[config.mk]
export PLATFORM = sky130hd
export DESIGN_NAME = mc_control_unit
export DESIGN_NICKNAME = d
export VERILOG_FILES = /design/src/rtl/mc_ctrl_pkg.sv /design/src/rtl/mc_ctrl_decode.sv /design/src/rtl/mc_control_unit.sv
export SDC_FILE = /design/constraint.sdc
export NUM_CORES = 1
export LEC_CHECK = 0
export BUFFER_PORTS_ARGS = -buffer_cell sky130_fd_sc_hd__buf_2
export CAP_MARGIN = 20
export CORE_AREA = 5 5 79 81
export DETAILED_ROUTE_END_ITERATION = 8
export DIE_AREA = 0 0 84 86
export GPL_TIMING_DRIVEN = 0
export PLACE_DENSITY = 0.81
export SETUP_SLACK_MARGIN = 0.4
export SLEW_MARGIN = 0
export SYNTH_ARGS = -nofsm -noshare
export SYNTH_HDL_FRONTEND = slang
export SYNTH_SLANG_ARGS = --single-unit
export TNS_END_PERCENT = 1
[constraint.sdc]
create_clock -name clk -period 3.7 [get_ports clk]
set_clock_uncertainty 0.1 [all_clocks]
set_input_delay 0.74 -clock clk [delete_from_list [all_inputs] [get_ports clk]]
set_output_delay 0.74 -clock clk [all_outputs]
set_load 0.005 [all_outputs]
[src/rtl/mc_ctrl_pkg.sv]
// Shared encodings for the multi-cycle MIPS-subset control unit: states,
// opcodes/functs, datapath mux selects and the decoded instruction class.
package mc_ctrl_pkg;

  localparam int unsigned ST_W  = 3;
  localparam int unsigned OP_W  = 6;
  localparam int unsigned FN_W  = 6;
  localparam int unsigned ALU_W = 3;

  localparam logic [ST_W-1:0] ST_FETCH  = 3'd0;
  localparam logic [ST_W-1:0] ST_DECODE = 3'd1;
  localparam logic [ST_W-1:0] ST_EXEC   = 3'd2;
  localparam logic [ST_W-1:0] ST_MEM    = 3'd3;
  localparam logic [ST_W-1:0] ST_WB     = 3'd4;

  localparam logic [OP_W-1:0] OP_RTYPE = 6'b000000;
  localparam logic [OP_W-1:0] OP_J     = 6'b000010;
  localparam logic [OP_W-1:0] OP_JAL   = 6'b000011;
  localparam logic [OP_W-1:0] OP_BEQ   = 6'b000100;
  localparam logic [OP_W-1:0] OP_BNE   = 6'b000101;
  localparam logic [OP_W-1:0] OP_ORI   = 6'b001101;
  localparam logic [OP_W-1:0] OP_LUI   = 6'b001111;
  localparam logic [OP_W-1:0] OP_LW    = 6'b100011;
  localparam logic [OP_W-1:0] OP_SW    = 6'b101011;

  localparam logic [FN_W-1:0] FN_JR   = 6'b001000;
  localparam logic [FN_W-1:0] FN_JALR = 6'b001001;
  localparam logic [FN_W-1:0] FN_ADD  = 6'b100000;
  localparam logic [FN_W-1:0] FN_SUB  = 6'b100010;

  localparam logic [ALU_W-1:0] ALU_AND = 3'd0;
  localparam logic [ALU_W-1:0] ALU_OR  = 3'd1;
  localparam logic [ALU_W-1:0] ALU_ADD = 3'd2;
  localparam logic [ALU_W-1:0] ALU_SUB = 3'd3;

  localparam logic [1:0] PC_PLUS4  = 2'b00;
  localparam logic [1:0] PC_BRANCH = 2'b01;
  localparam logic [1:0] PC_JUMP   = 2'b10;
  localparam logic [1:0] PC_RS     = 2'b11;

  localparam logic [1:0] REG_RT = 2'b00;
  localparam logic [1:0] REG_RD = 2'b01;
  localparam logic [1:0] REG_RA = 2'b10;

  localparam logic [1:0] WD_ALU = 2'b00;
  localparam logic [1:0] WD_MEM = 2'b01;
  localparam logic [1:0] WD_LUI = 2'b10;
  localparam logic [1:0] WD_PC  = 2'b11;

  localparam logic [1:0] EXT_ZERO = 2'b00;
  localparam logic [1:0] EXT_SIGN = 2'b01;

  typedef enum logic [3:0] {
    CLS_ILL, CLS_ADD, CLS_SUB, CLS_JR, CLS_JALR, CLS_LW, CLS_SW,
    CLS_BEQ, CLS_BNE, CLS_ORI, CLS_LUI, CLS_J, CLS_JAL
  } instr_cls_e;

endpackage

[src/rtl/mc_ctrl_decode.sv]
// Combinational op/func classifier; extended encodings fold to illegal when
// the extended ISA is disabled.
module mc_ctrl_decode
  import mc_ctrl_pkg::*;
#(
  parameter bit EXT_ISA = 1'b1
) (
  input  logic [OP_W-1:0] op_i,
  input  logic [FN_W-1:0] func_i,
  output instr_cls_e      cls_o,
  output logic            illegal_o
);

  always_comb begin
    cls_o = CLS_ILL;
    case (op_i)
      OP_RTYPE: begin
        case (func_i)
          FN_ADD:  cls_o = CLS_ADD;
          FN_SUB:  cls_o = CLS_SUB;
          FN_JR:   cls_o = CLS_JR;
          FN_JALR: if (EXT_ISA) cls_o = CLS_JALR;
          default: cls_o = CLS_ILL;
        endcase
      end
      OP_LW:   cls_o = CLS_LW;
      OP_SW:   cls_o = CLS_SW;
      OP_BEQ:  cls_o = CLS_BEQ;
      OP_ORI:  cls_o = CLS_ORI;
      OP_LUI:  cls_o = CLS_LUI;
      OP_JAL:  cls_o = CLS_JAL;
      OP_BNE:  if (EXT_ISA) cls_o = CLS_BNE;
      OP_J:    if (EXT_ISA) cls_o = CLS_J;
      default: cls_o = CLS_ILL;
    endcase
    illegal_o = (cls_o == CLS_ILL);
  end

endmodule

[src/rtl/mc_control_unit.sv]
// Multi-cycle FSM sequencing FETCH/DECODE/EXEC/MEM/WB with a memory ready
// handshake, per-state datapath strobes and a retired-instruction counter.
module mc_control_unit
  import mc_ctrl_pkg::*;
#(
  parameter bit          EXT_ISA = 1'b1,
  parameter int unsigned CNT_W   = 32
) (
  input  logic             clk,
  input  logic             reset,
  input  logic [5:0]       op,
  input  logic [5:0]       func,
  input  logic             zero,
  input  logic             mem_ready,
  output logic             mem_req,
  output logic             mem_we,
  output logic             ir_write,
  output logic             pc_write,
  output logic [1:0]       pc_sel,
  output logic             reg_write,
  output logic [1:0]       reg_dst,
  output logic [1:0]       wd_sel,
  output logic [2:0]       alu_op,
  output logic [1:0]       ext_sel,
  output logic             alu_b_sel,
  output logic [2:0]       state,
  output logic             instr_done,
  output logic             illegal,
  output logic [CNT_W-1:0] instr_count
);

  logic [ST_W-1:0]  state_q, state_d;
  logic [CNT_W-1:0] cnt_q, cnt_d;
  instr_cls_e       cls;
  logic             cls_illegal;

  mc_ctrl_decode #(.EXT_ISA(EXT_ISA)) u_decode (
    .op_i      (op),
    .func_i    (func),
    .cls_o     (cls),
    .illegal_o (cls_illegal)
  );

  // Next state and strobes; reset forces every strobe low to abort cleanly.
  always_comb begin
    state_d    = ST_FETCH;
    mem_req    = 1'b0;
    mem_we     = 1'b0;
    ir_write   = 1'b0;
    pc_write   = 1'b0;
    pc_sel     = PC_PLUS4;
    reg_write  = 1'b0;
    reg_dst    = REG_RT;
    wd_sel     = WD_ALU;
    alu_op     = ALU_AND;
    ext_sel    = EXT_ZERO;
    alu_b_sel  = 1'b0;
    instr_done = 1'b0;
    illegal    = 1'b0;
    case (state_q)
      ST_FETCH: begin
        mem_req = 1'b1;
        state_d = ST_FETCH;
        if (mem_ready) begin
          ir_write = 1'b1;
          pc_write = 1'b1;
          state_d  = ST_DECODE;
        end
      end
      ST_DECODE: begin
        state_d = ST_EXEC;
        if (cls_illegal) begin
          illegal = 1'b1;
          state_d = ST_FETCH;
        end else if (cls inside {CLS_J, CLS_JAL, CLS_JR, CLS_JALR}) begin
          pc_write   = 1'b1;
          pc_sel     = (cls inside {CLS_J, CLS_JAL}) ? PC_JUMP : PC_RS;
          reg_write  = (cls inside {CLS_JAL, CLS_JALR});
          reg_dst    = (cls == CLS_JAL) ? REG_RA : REG_RD;
          wd_sel     = WD_PC;
          instr_done = 1'b1;
          state_d    = ST_FETCH;
        end
      end
      ST_EXEC: begin
        state_d = ST_WB;
        case (cls)
          CLS_ADD: alu_op = ALU_ADD;
          CLS_SUB: alu_op = ALU_SUB;
          CLS_ORI: begin
            alu_op    = ALU_OR;
            ext_sel   = EXT_ZERO;
            alu_b_sel = 1'b1;
          end
          CLS_LUI: state_d = ST_WB;
          CLS_LW, CLS_SW: begin
            alu_op    = ALU_ADD;
            ext_sel   = EXT_SIGN;
            alu_b_sel = 1'b1;
            state_d   = ST_MEM;
          end
          CLS_BEQ, CLS_BNE: begin
            alu_op     = ALU_SUB;
            pc_write   = (cls == CLS_BEQ) ? zero : ~zero;
            pc_sel     = PC_BRANCH;
            instr_done = 1'b1;
            state_d    = ST_FETCH;
          end
          default: state_d = ST_FETCH;
        endcase
      end
      ST_MEM: begin
        mem_req = 1'b1;
        mem_we  = (cls == CLS_SW);
        state_d = ST_MEM;
        if (mem_ready) begin
          instr_done = (cls == CLS_SW);
          state_d    = (cls == CLS_SW) ? ST_FETCH : ST_WB;
        end
      end
      ST_WB: begin
        reg_write  = 1'b1;
        reg_dst    = (cls inside {CLS_ADD, CLS_SUB}) ? REG_RD : REG_RT;
        wd_sel     = (cls == CLS_LW) ? WD_MEM : (cls == CLS_LUI) ? WD_LUI : WD_ALU;
        instr_done = 1'b1;
        state_d    = ST_FETCH;
      end
      default: state_d = ST_FETCH;
    endcase
    if (reset) begin
      mem_req    = 1'b0;
      mem_we     = 1'b0;
      ir_write   = 1'b0;
      pc_write   = 1'b0;
      reg_write  = 1'b0;
      instr_done = 1'b0;
      illegal    = 1'b0;
    end
  end

  always_comb begin
    cnt_d = instr_done ? cnt_q + CNT_W'(1) : cnt_q;
  end

  always_ff @(posedge clk) begin
    if (reset) begin
      state_q <= ST_FETCH;
      cnt_q   <= '0;
    end else begin
      state_q <= state_d;
      cnt_q   <= cnt_d;
    end
  end

  assign state       = state_q;
  assign instr_count = cnt_q;

endmodule

==> out/qor.yml <==
global_route:
  grtUsageTotal_pct: 19.72
  grt_max_degree: 11
  grt-ovfl-total: 0
  grt_antenna_before_repair: 0
  grt_pass1_wl_um: 11920
  grt_pass1_vias: 2613
worst_setup_path:
  path_class: "in -> out"
  cp_data_required_time_ns: 2.86
  critical-path-max-stage-delay_ns: 0.57
  critPathCaptureType: "output pin"
  cp_slowest_cell: "or4_4"
  crit_arrival_ns: 2.60
  worstPathCellList: "buf_6 > or4_4 > a2111oi_4 > buf_4 > o21ai_0 > a21o_1 > o211ai_1 > and3b_1 > buf_2"
  crit_fanout: 6
  start_kind: "input port"
routing:
  drc: 0
  dr.pass1.iters: 5
  routedWlPerCell_um: 15.28
  viasPerCell: 5.899
  vias: 2790
  totalWireLength_um: 7226
  final_antenna_net_count: 0
  drt-initial-drc-count: 144
clock_tree:
  cts.clk_slew.worst_paths_ns: 0.07
  clkSinkCount: 35
  cts_hold_buf: 0
  clockBufferDepth: 2
  cts-buffers-inserted: 5
  cts_tree: "built"
  h-tree-depth: 2
  clkLatencyLatePin_ns: 0.29
  root_buffer: "clkbuf_8"
yosys:
  yosysSeqAreaShare_pct: 29.68
  avgSynthCellArea_um2: 7.495
  yosys_warnings: 0
  syn_inst: 315
  ys.flop_type: "dfxtp_1"
  async_reset_ff_share_pct: 0
  ys_ff_latch: 35
  syn-cell-area_um2: 2361
  yosys.cell_types.count: 54
  synth_edf_count: 0
cells_and_area:
  drive_above_1_share_pct: 31.17
  area_growth_pct: 34.76
  fin_area_um2: 3182
  fin_util_pct: 58.87
  diodes: 0
  fin_nets: 418
  layoutNonFillerInstCount: 473
sta:
  slew_headroom_pct: 53.11
  fin_setup_tns_ns: 0
  setup_viol: 0
  rsz0062_at_grt: "yes"
  worstMarginPinSlew_ns: 0.6980
  final_max_slew_viol_count: 0
  min_period_ns: 3.443
  finalHoldViolations: 0
  hold-worst-slack_ns: 0.3860
  fin_crit_sh_pct: 93.06
  fmax_mhz: 290.4
power:
  p_leak_nw: 1.282
  powerDensity_nw_per_um2: 253.9
  irDropWorstVdd_mv: 0.1289
place:
  dp.cells: 453
  dpl.hpwl_um: 5095
  dpl_cell_area_um2: 2856
  io_buffers: 65
  place_congestion: 0.8507
die:
  die-area_um2: 7224
  io_pins: 70
  core-area_um2: 5405
  die_x_um: 84
  die-height_um: 86
  rows: 27
  initial_utilization_pct: 43.68
run:
  drv_cap: 0
outcome:
  outcome: "finished clean"
min_path:
  min_path_type: "reg -> reg"
==> logic make-up (layout without fill, tap and decap cells) <==
family / count (synthesis) / in the layout / synth area share (%)
xor+xnor: 5 / 5 / 1.855
mux: 4 / 4 / 1.802
buf+inv: 24 / 109 / 5.193
fa+ha+maj: 1 / 1 / 0.5299
other cells: 1 / 2 / 0.1588
compound gates: 83 / 83 / 21.73
simple gates: 162 / 162 / 39.06
flops: 35 / 35 / 29.68
==> state kept, by name, summed over array words and instances, names as in the netlist <==
register and flops:
instr_count 32, state 3
==> layout make-up <==
| cell class | instances | area, um2 |
|---|---|---|
| inverter | 5 | 18.77 |
| clock buffer | 6 | 72.57 |
| sequential | 35 | 700.7 |
| timing repair buffer | 78 | 429.2 |
| fill | 491 | 2223 |
| tap | 72 | 90.09 |
| clock inverter | 1 | 30.03 |
| multi-input combinational | 257 | 1699 |
| buffer | 19 | 141.4 |
==> final timing paths <==
kind	from	endpoint	slack (ns)	cells past startpoint
hold reg to reg	instr_count[31]	instr_count[31]	0.39	2
hold / removal	instr_count[31]	instr_count[31]	0.39	2
setup / recovery	func[4]	pc_write	0.26	9
setup reg to reg	state[1]	instr_count[19]	1.00	8
==> layer usage <==
layer | up-vias | track usage (%) | routed length [um]
li1 | 1347 | - | -
met1 | 1327 | 23.81 | 3016
met2 | 106 | 33.77 | 3558
met3 | 10 | 6.340 | 573
met4 | 0 | 5.556 | 77
met5 | - | 0 | 0
==> what timing repair did <==
| action | CTS | global route |
|---|---|---|
| pin swaps | 16 | 8 |
| setup buffers | 10 | 3 |
| gates resized for setup | 21 | 3 |
| endpoints found under the setup margin | 11 | 13 |
==> stage by stage <==
| step | power [mW] | setup WS (ns) |
|---|---|---|
| finish | 0.8079 | 0.2569 |
| global route | 0.8404 | 0.1810 |
| CTS | 0.8068 | 0.2906 |
| detailed placement | 0.4697 | -0.06258 |
| global placement | 0.4679 | -0.06944 |
| floorplan | 0.4420 | 0.4081 |
==> placed cells by master, fill, tap and decap left out, types with 6 or more instances in the layout <==
master	n
buf_2	65
nand4_1	8
o31ai_1	11
or4_1	11
o21ai_0	24
nand3_1	17
a21oi_1	31
clkbuf_1	10
nand2_1	28
nor2b_1	6
or3_1	19
and2_1	6
nor3_1	6
buf_4	16
nor2_1	19
dfxtp_1	35
==> worst max-delay path: cells and delay by family <==
family | cells | cell delay [ns]
compound gates | 4 | 0.72
buf+inv | 3 | 0.40
simple gates | 2 | 0.75
==> report_power, final <==
part	switching (mW)	total (mW)	internal [mW]
Clock	0.131	0.329	0.197
Sequential	0.00254	0.380	0.378
Combinational	0.0561	0.0988	0.0427
==> Yosys cell counts (all sizes together), types with 2 or more instances <==
master,instances,area (um2)
o31ai,11,82.58
nor2,20,75.07
nand3b,3,22.52
mux2,2,22.52
buf,10,70.06
clkbuf,9,33.78
xnor2,4,35.03
a31oi,3,18.77
and3,4,25.02
nand2,28,105.1
a21oi,31,155.2
or4,14,108.9
dfxtp,35,700.7
or2,3,18.77
nor3b,3,22.52
o21ai,25,125.1
nand3,17,85.08
o32ai,3,26.28
and2,8,50.05
nor2b,6,37.54
nor3,11,60.06
or3,20,125.1
nand2b,6,37.54
inv,5,18.77
mux2i,2,20.02
and3b,2,17.52
nand4,8,50.05
or3b,2,17.52
Power figures use the tool's default switching activity.
